`config.mk`:
```
export PLATFORM = sky130hd
export DESIGN_NAME = sequential_shifter
export DESIGN_NICKNAME = d
export VERILOG_FILES = /design/src/rtl/sequential_shifter.sv
export SDC_FILE = /design/constraint.sdc
export NUM_CORES = 1
export LEC_CHECK = 0
export ABC_AREA = 1
export BUFFER_PORTS_ARGS = -buffer_cell sky130_fd_sc_hd__buf_2
export CORE_ASPECT_RATIO = 0.7
export CORE_MARGIN = 2
export CORE_UTILIZATION = 62
export CTS_BUF_LIST = sky130_fd_sc_hd__clkbuf_8
export CTS_CLUSTER_DIAMETER = 120
export DETAILED_ROUTE_END_ITERATION = 7
export GPL_TIMING_DRIVEN = 1
export PLACE_DENSITY = 0.84
export SLEW_MARGIN = 20
export SYNTH_ARGS = -nofsm -noshare
export SYNTH_HDL_FRONTEND = slang
export SYNTH_SLANG_ARGS = --single-unit
```
`constraint.sdc`:
```
create_clock -name clk -period 2.09 [get_ports clk]
set_input_delay 0.418 -clock clk [delete_from_list [all_inputs] [get_ports clk]]
set_output_delay 0.418 -clock clk [all_outputs]
set_load 0.02 [all_outputs]
```
`src/rtl/sequential_shifter.sv`:
```
// Iterative shifter: one log2 stage per cycle, fixed S-cycle latency after accept.
// Single operand in flight; result held with o_valid until o_ready.
module sequential_shifter #(
  parameter int N = 32
) (
  input  logic                 clk,
  input  logic                 rst,
  input  logic                 i_valid,
  output logic                 i_ready,
  input  logic [N-1:0]         in,
  input  logic [$clog2(N)-1:0] shamt,
  input  logic [1:0]           op,
  output logic                 o_valid,
  input  logic                 o_ready,
  output logic [N-1:0]         out
);
  localparam int S = $clog2(N);

  typedef enum logic [1:0] {IDLE, SHIFT, DONE} state_t;

  state_t         state;
  logic [S-1:0]   cnt;
  logic [S-1:0]   amt;
  logic [1:0]     op_q;
  logic [N-1:0]   work;
  logic [N-1:0]   stage_val;
  logic [S-1:0]   step;

  // Stage k moves the working value by 2^k when bit k of the amount is set;
  // during SRA the working MSB always equals the captured sign bit.
  always_comb begin
    step      = S'(1) << cnt;
    stage_val = work;
    if (amt[cnt]) begin
      case (op_q)
        2'b00:   stage_val = work << step;
        2'b01:   stage_val = work >> step;
        2'b10:   stage_val = $signed(work) >>> step;
        default: stage_val = work;
      endcase
    end
  end

  always_ff @(posedge clk) begin
    if (rst) begin
      state   <= IDLE;
      cnt     <= '0;
      amt     <= '0;
      op_q    <= '0;
      work    <= '0;
      out     <= '0;
      i_ready <= 1'b1;
      o_valid <= 1'b0;
    end else begin
      case (state)
        IDLE: begin
          if (i_valid) begin
            work    <= in;
            amt     <= shamt;
            op_q    <= op;
            cnt     <= '0;
            state   <= SHIFT;
            i_ready <= 1'b0;
          end
        end
        SHIFT: begin
          work <= stage_val;
          cnt  <= cnt + S'(1);
          if (cnt == S'(S - 1)) begin
            out     <= stage_val;
            state   <= DONE;
            o_valid <= 1'b1;
          end
        end
        DONE: begin
          if (o_ready) begin
            state   <= IDLE;
            o_valid <= 1'b0;
            i_ready <= 1'b1;
          end
        end
        default: begin
          state   <= IDLE;
          i_ready <= 1'b1;
          o_valid <= 1'b0;
        end
      endcase
    end
  end
endmodule

```
==> run_results.csv, run 1 <==
group,metric,value,unit
status,stop_stage,"global routing",
placed_design,place.gp.congestion,1.20,
die,die_h,93.2,um
clock_network,cts_buffers,9,
die,start_util,63.8,%
synthesis,yosysSeqAreaShare,22.7,%
synthesis,syn_avg_cell_area,5.60,um2
placed_design,io_buffers,76,
clock_network,cts.hold.buffers_added,0,
synthesis,synth_top_family_by_area,"simple AND/OR/NAND/NOR gates",
clock_network,cts_max_path_buffers,2,
die,ios,77,
synthesis,synth_top_area_share,22.7,%
sta,worst_endpoint,"work[9]$_SDFFE_PP0P_/D",
synthesis,synth.largest_area_cell,"dfxtp_1",
synthesis,netlist_area,0.00705,mm2
placed_design,hpwl,24.0,mm
status,status,"did not finish",
synthesis,synth_xor_area_share,0,%
synthesis,ys_types,41,
clock_network,htree_levels,3,
synthesis,synthAdderAreaFrac,0.355,%
synthesis,synth_area_leaders,"dfxtp_1 (23%), nand2_1 (22%), nand3_1 (15%)",
synthesis,synth_nets,1303,
die,rows,32,
synthesis,synth_compound_area_share,18.7,%
die,die_w,131,um
synthesis,synth.area.mux_share,0,%
synthesis,synth-simple-area-share,46.4,%
sta,worstEndpointType,"register data pin",
synthesis,synth-seq-cells,80,
clock_network,clkSinkCount,80,
status,firstError,"[ERROR DPL-0038] Utilization greater than 100%, impossible to legalize",
clock_network,cts-root-buf,"clkbuf_8",
grt,grt_max_degree,58,
synthesis,ys_warn_count,0,
synthesis,syn_inst,1258,
-- kinds of logic after synthesis --
group | after synthesis
adders and majority gates | 2
and+or+nand+nor | 742
DFF | 80
AOI/OAI and AO/OA | 245
buffers and inverters | 189
-- metrics by stage --
step | instances | instance area, um2 | hold WS (ns) | worst slack, ns | utilization [%]
floorplan | 1258 | 7050 | 0.445 | 0.228 | -
global placement | 1582 | 8740 | 0.453 | -0.211 | 79.1
detailed placement | 1582 | 8740 | 0.457 | -0.245 | 79.1
CTS | 1617 | 9840 | 0.295 | -0.122 | 89.1
-- cells in the mapped netlist (all sizes together) --
library cell  number
clkbuf            31
o211ai            12
a211oi             1
a221oi             1
and2               3
or2                2
o31ai              1
clkinv             2
nor3               1
buf               46
nand2            419
inv              110
a22o               1
a31oi              3
o21a               2
nor2              78
nand4             16
dfxtp             80
nand3b             2
o21ai            121
o2111ai            2
nand3            220
a21oi            101
ha                 2
nor4               1
-- what timing repair did --
| action | in CTS |
|---|---|
| buffers inserted | 14 |
| endpoints found under the hold margin | 0 |
| pin swaps | 44 |
| resized for setup | 168 |
| cloned | 7 |
| setup endpoints to repair | 64 |
==> inputs of run 2 (changes only) <==
- CORE_ASPECT_RATIO: 0.7 -> not set
- CORE_UTILIZATION: 62 -> 40
- CTS_BUF_LIST: sky130_fd_sc_hd__clkbuf_8 -> not set
- CTS_CLUSTER_DIAMETER: 120 -> not set
- PLACE_DENSITY: 0.84 -> not set
- PLACE_DENSITY_LB_ADDON: not set -> 0.15
==> run 2 against run 1 <==
The flow now finishes, with violations (setup timing). Area after synthesis did not move. Synthesized cell count is the same.
==> run_results.csv, run 2 <==
group,metric,value,unit
grt,use_met3,8.19,%
synthesis,synth_area_leaders,"dfxtp_1 (23%), nand2_1 (22%), nand3_1 (15%)",
status,violations,"setup timing",
clock_network,cts_buffers,9,
worst_setup_path,r2r_cells,15,
placed_design,io_buffers,76,
die,coreArea,0.0172,mm2
drt,dr.first_iter.drc_count,1151,
finish,final_cell_mix,"nand2_1 (279), buf_4 (141), nand2_2 (122)",
synthesis,yosysSeqAreaShare,22.7,%
synthesis,ys_types,41,
finish,final_common_cell,"nand2_1",
clock_network,cts_max_path_buffers,2,
sta,setup_ws,-0.233,ns
power_and_ir_drop,irDropWorstVdd,0.485,mV
synthesis,ys_warn_count,0,
clock_network,worstSkewPairLatency,0.35,ns
drt,wl_per_cell,20.2,um
clock_network,cts.hold.buffers_added,0,
min_path,min_path_cells,3,
worst_setup_path,r2r-end,"work[25]",
drt,antenna_left,0,
clock_network,cts_tree,"done",
sta,worstMarginPinSlew,0.580,ns
placed_design,place.gp.congestion,1.02,
sta,grt_setup_unrepaired,"yes",
grt,grtUsageTotal,35.4,%
worst_setup_path,r2r-start,"cnt[2]",
worst_setup_path,critical_path.top_delay_family,"simple AND/OR/NAND/NOR gates",
drt,routed_wl,34.0,mm
synthesis,synthFlopType,"dfxtp_1",
power_and_ir_drop,p_leak,5.12,nW
grt,grt_pass1_wl,49.9,mm
finish,fin_cells,1681,
placed_design,hpwl,24.7,mm
clock_network,htree_levels,3,
grt,antenna_found_initial,0,
die,die_h,137,um
power_and_ir_drop,power,7.10,mW
synthesis,syn_inst,1258,
synthesis,synth_top_area_share,22.7,%
die,start_util,40.9,%
power_and_ir_drop,power_density,665,mW/mm2
sta,relSlewSlack,61.3,%
worst_setup_path,path_cells,"nor2_8, buf_4, nand3_4, inv_8, buf_8, buf_12, nand3_4, nand3_2, nand2_2, buf_4, o211ai_1, nand2_2, nand2_2, nand3_1, a21oi_2",
drt,post-route-drc-count,0,
synthesis,synth_nets,1303,
drt,vias,9765,
sta,fin_worst_skew,0.00728,ns
synthesis,synthArstFlopShare,0,%
finish,top_regs,"out: 32 flops, work: 32 flops",
finish,diodes,0,
run,maxCapViolCount,0,
min_path,min_from,"shamt[4]",
grt,grt_pass1_vias,8703,
drt,first_pass_iters,5,
clock_network,clkSinkCount,80,
sta,holdWs,0.314,ns
grt,grt_max_degree,59,
min_path,hold_class,"primary input to register",
grt,grt_overflow,0,
finish,drive_above_1_share,44.0,%
synthesis,syn_avg_cell_area,5.60,um2
die,die_area,0.0187,mm2
clock_network,path_clk_slew,0.07,ns
placed_design,dp_cells,1641,
worst_setup_path,critPathMaxStageDelay,0.37,ns
synthesis,synth_edf_count,0,
synthesis,synth.largest_area_cell,"dfxtp_1",
sta,hold_viol,0,
sta,fmax,431,MHz
synthesis,synth-seq-cells,80,
worst_setup_path,worst-path-buf-inv,5,
die,rows,48,
worst_setup_path,crit_required,2.37,ns
worst_setup_path,rrSetupSlack,-0.23,ns
finish,area.growth.synth_to_final,51.5,%
die,die_w,137,um
synthesis,yosysMostFrequentCell,"nand2_1",
synthesis,netlist_area,0.00705,mm2
synthesis,yosys-top-cells-count,"nand2_1 (413), nand3_1 (211), a21oi_1 (100), inv_1 (96), o21ai_0 (91)",
grt,top_usage_layer,"met2",
sta,setup_viol,61,
finish,fin_nets,1496,
status,status,"complete, but fails checks",
worst_setup_path,criticalPathCategory,"register to register",
worst_setup_path,start_kind,"register",
worst_setup_path,crit_arrival,2.61,ns
min_path,holdPathEnd,"amt[4]",
clock_network,cts-root-buf,"clkbuf_16",
placed_design,place_ws,-0.285,ns
sta,period_minus_slack,2.32,ns
finish,fill_cells,1664,
grt,met2_usage,51.7,%
grt,grt_use_met1,49.1,%
worst_setup_path,worst_path_max_delay_cell,"dfxtp_4",
sta,period_share,111,%
worst_setup_path,cp_common_cell,"nand2_2",
drt,viasPerCell,5.81,
worst_setup_path,cp-end-kind,"register",
worst_setup_path,cp_max_fo,5,
sta,drv_slew,0,
die,ios,77,
run 2: worst register-to-register path, stage by stage (launching register included):
cell	delay [ns]
dfxtp_4	0.37
nor2_8	0.15
buf_4	0.14
nand3_4	0.13
inv_8	0.15
buf_8	0.14
buf_12	0.11
nand3_4	0.09
nand3_2	0.11
nand2_2	0.08
buf_4	0.14
o211ai_1	0.23
nand2_2	0.13
nand2_2	0.08
nand3_1	0.07
a21oi_2	0.15
run 2: cell type report:
type / instances / area (um2) / area share (%)
Sequential cell: 80 / 1610 / 15.1
Inverter: 112 / 437 / 4.09
Multi-Input combinational cell: 989 / 5930 / 55.6
Clock inverter: 6 / 67.6 / 0.633
Timing Repair Buffer: 259 / 2100 / 19.7
Clock buffer: 10 / 239 / 2.24
Tap cell: 225 / 282 / 2.64
run 2: repair_timing:
item,in CTS,in global routing
hold endpoints to repair,0,0
setup buffers,4,15
setup endpoints to repair,64,64
pin swaps,22,72
gates resized for setup,162,239
gates cloned,2,3
run 2: layer usage:
metal	part of all wire [%]	routed length, um	vias to the layer above
li1	-	-	4553
met1	43	14500	4552
met2	42	14300	544
met3	9.5	3220	116
met4	5.7	1930	0
met5	0	0	-
run 2: cells by family (layout without fill, tap and decap cells):
family	count (synthesis)	count (layout)	synth area share (%)
adders and majority gates	2	2	0.355
and+or+nand+nor	742	742	46.4
DFF	80	80	22.7
AOI/OAI and AO/OA	245	245	18.7
buffers and inverters	189	387	11.9
run 2: how the worst max path moves through the flow:
stage,from,end,depth (start not counted)
global route,cnt[2],work[13],15
global placement,cnt[0],work[10],16
CTS,cnt[3],work[25],15
floorplan,cnt[2],work[12],16
finish,cnt[2],work[25],15
detailed placement,cnt[0],work[10],16
run 2: stage by stage:
stage | utilization [%] | setup TNS, ns | instance area (um2)
after global routing | 61.9 | -13.75 | 10700
after CTS | 55.7 | -4.48 | 9600
final | 61.9 | -6.97 | 10700
after detailed placement | 50.1 | -8.60 | 8640
after floorplan | - | 0 | 7050
after global placement | 50.1 | -6.98 | 8640
run 2: where the power goes:
part	internal [mW]	switching, mW
combinational	1.41	2.36
clock	0.963	0.713
sequential	1.60	0.0536
Note: power is estimated with default switching activity, not from simulation.
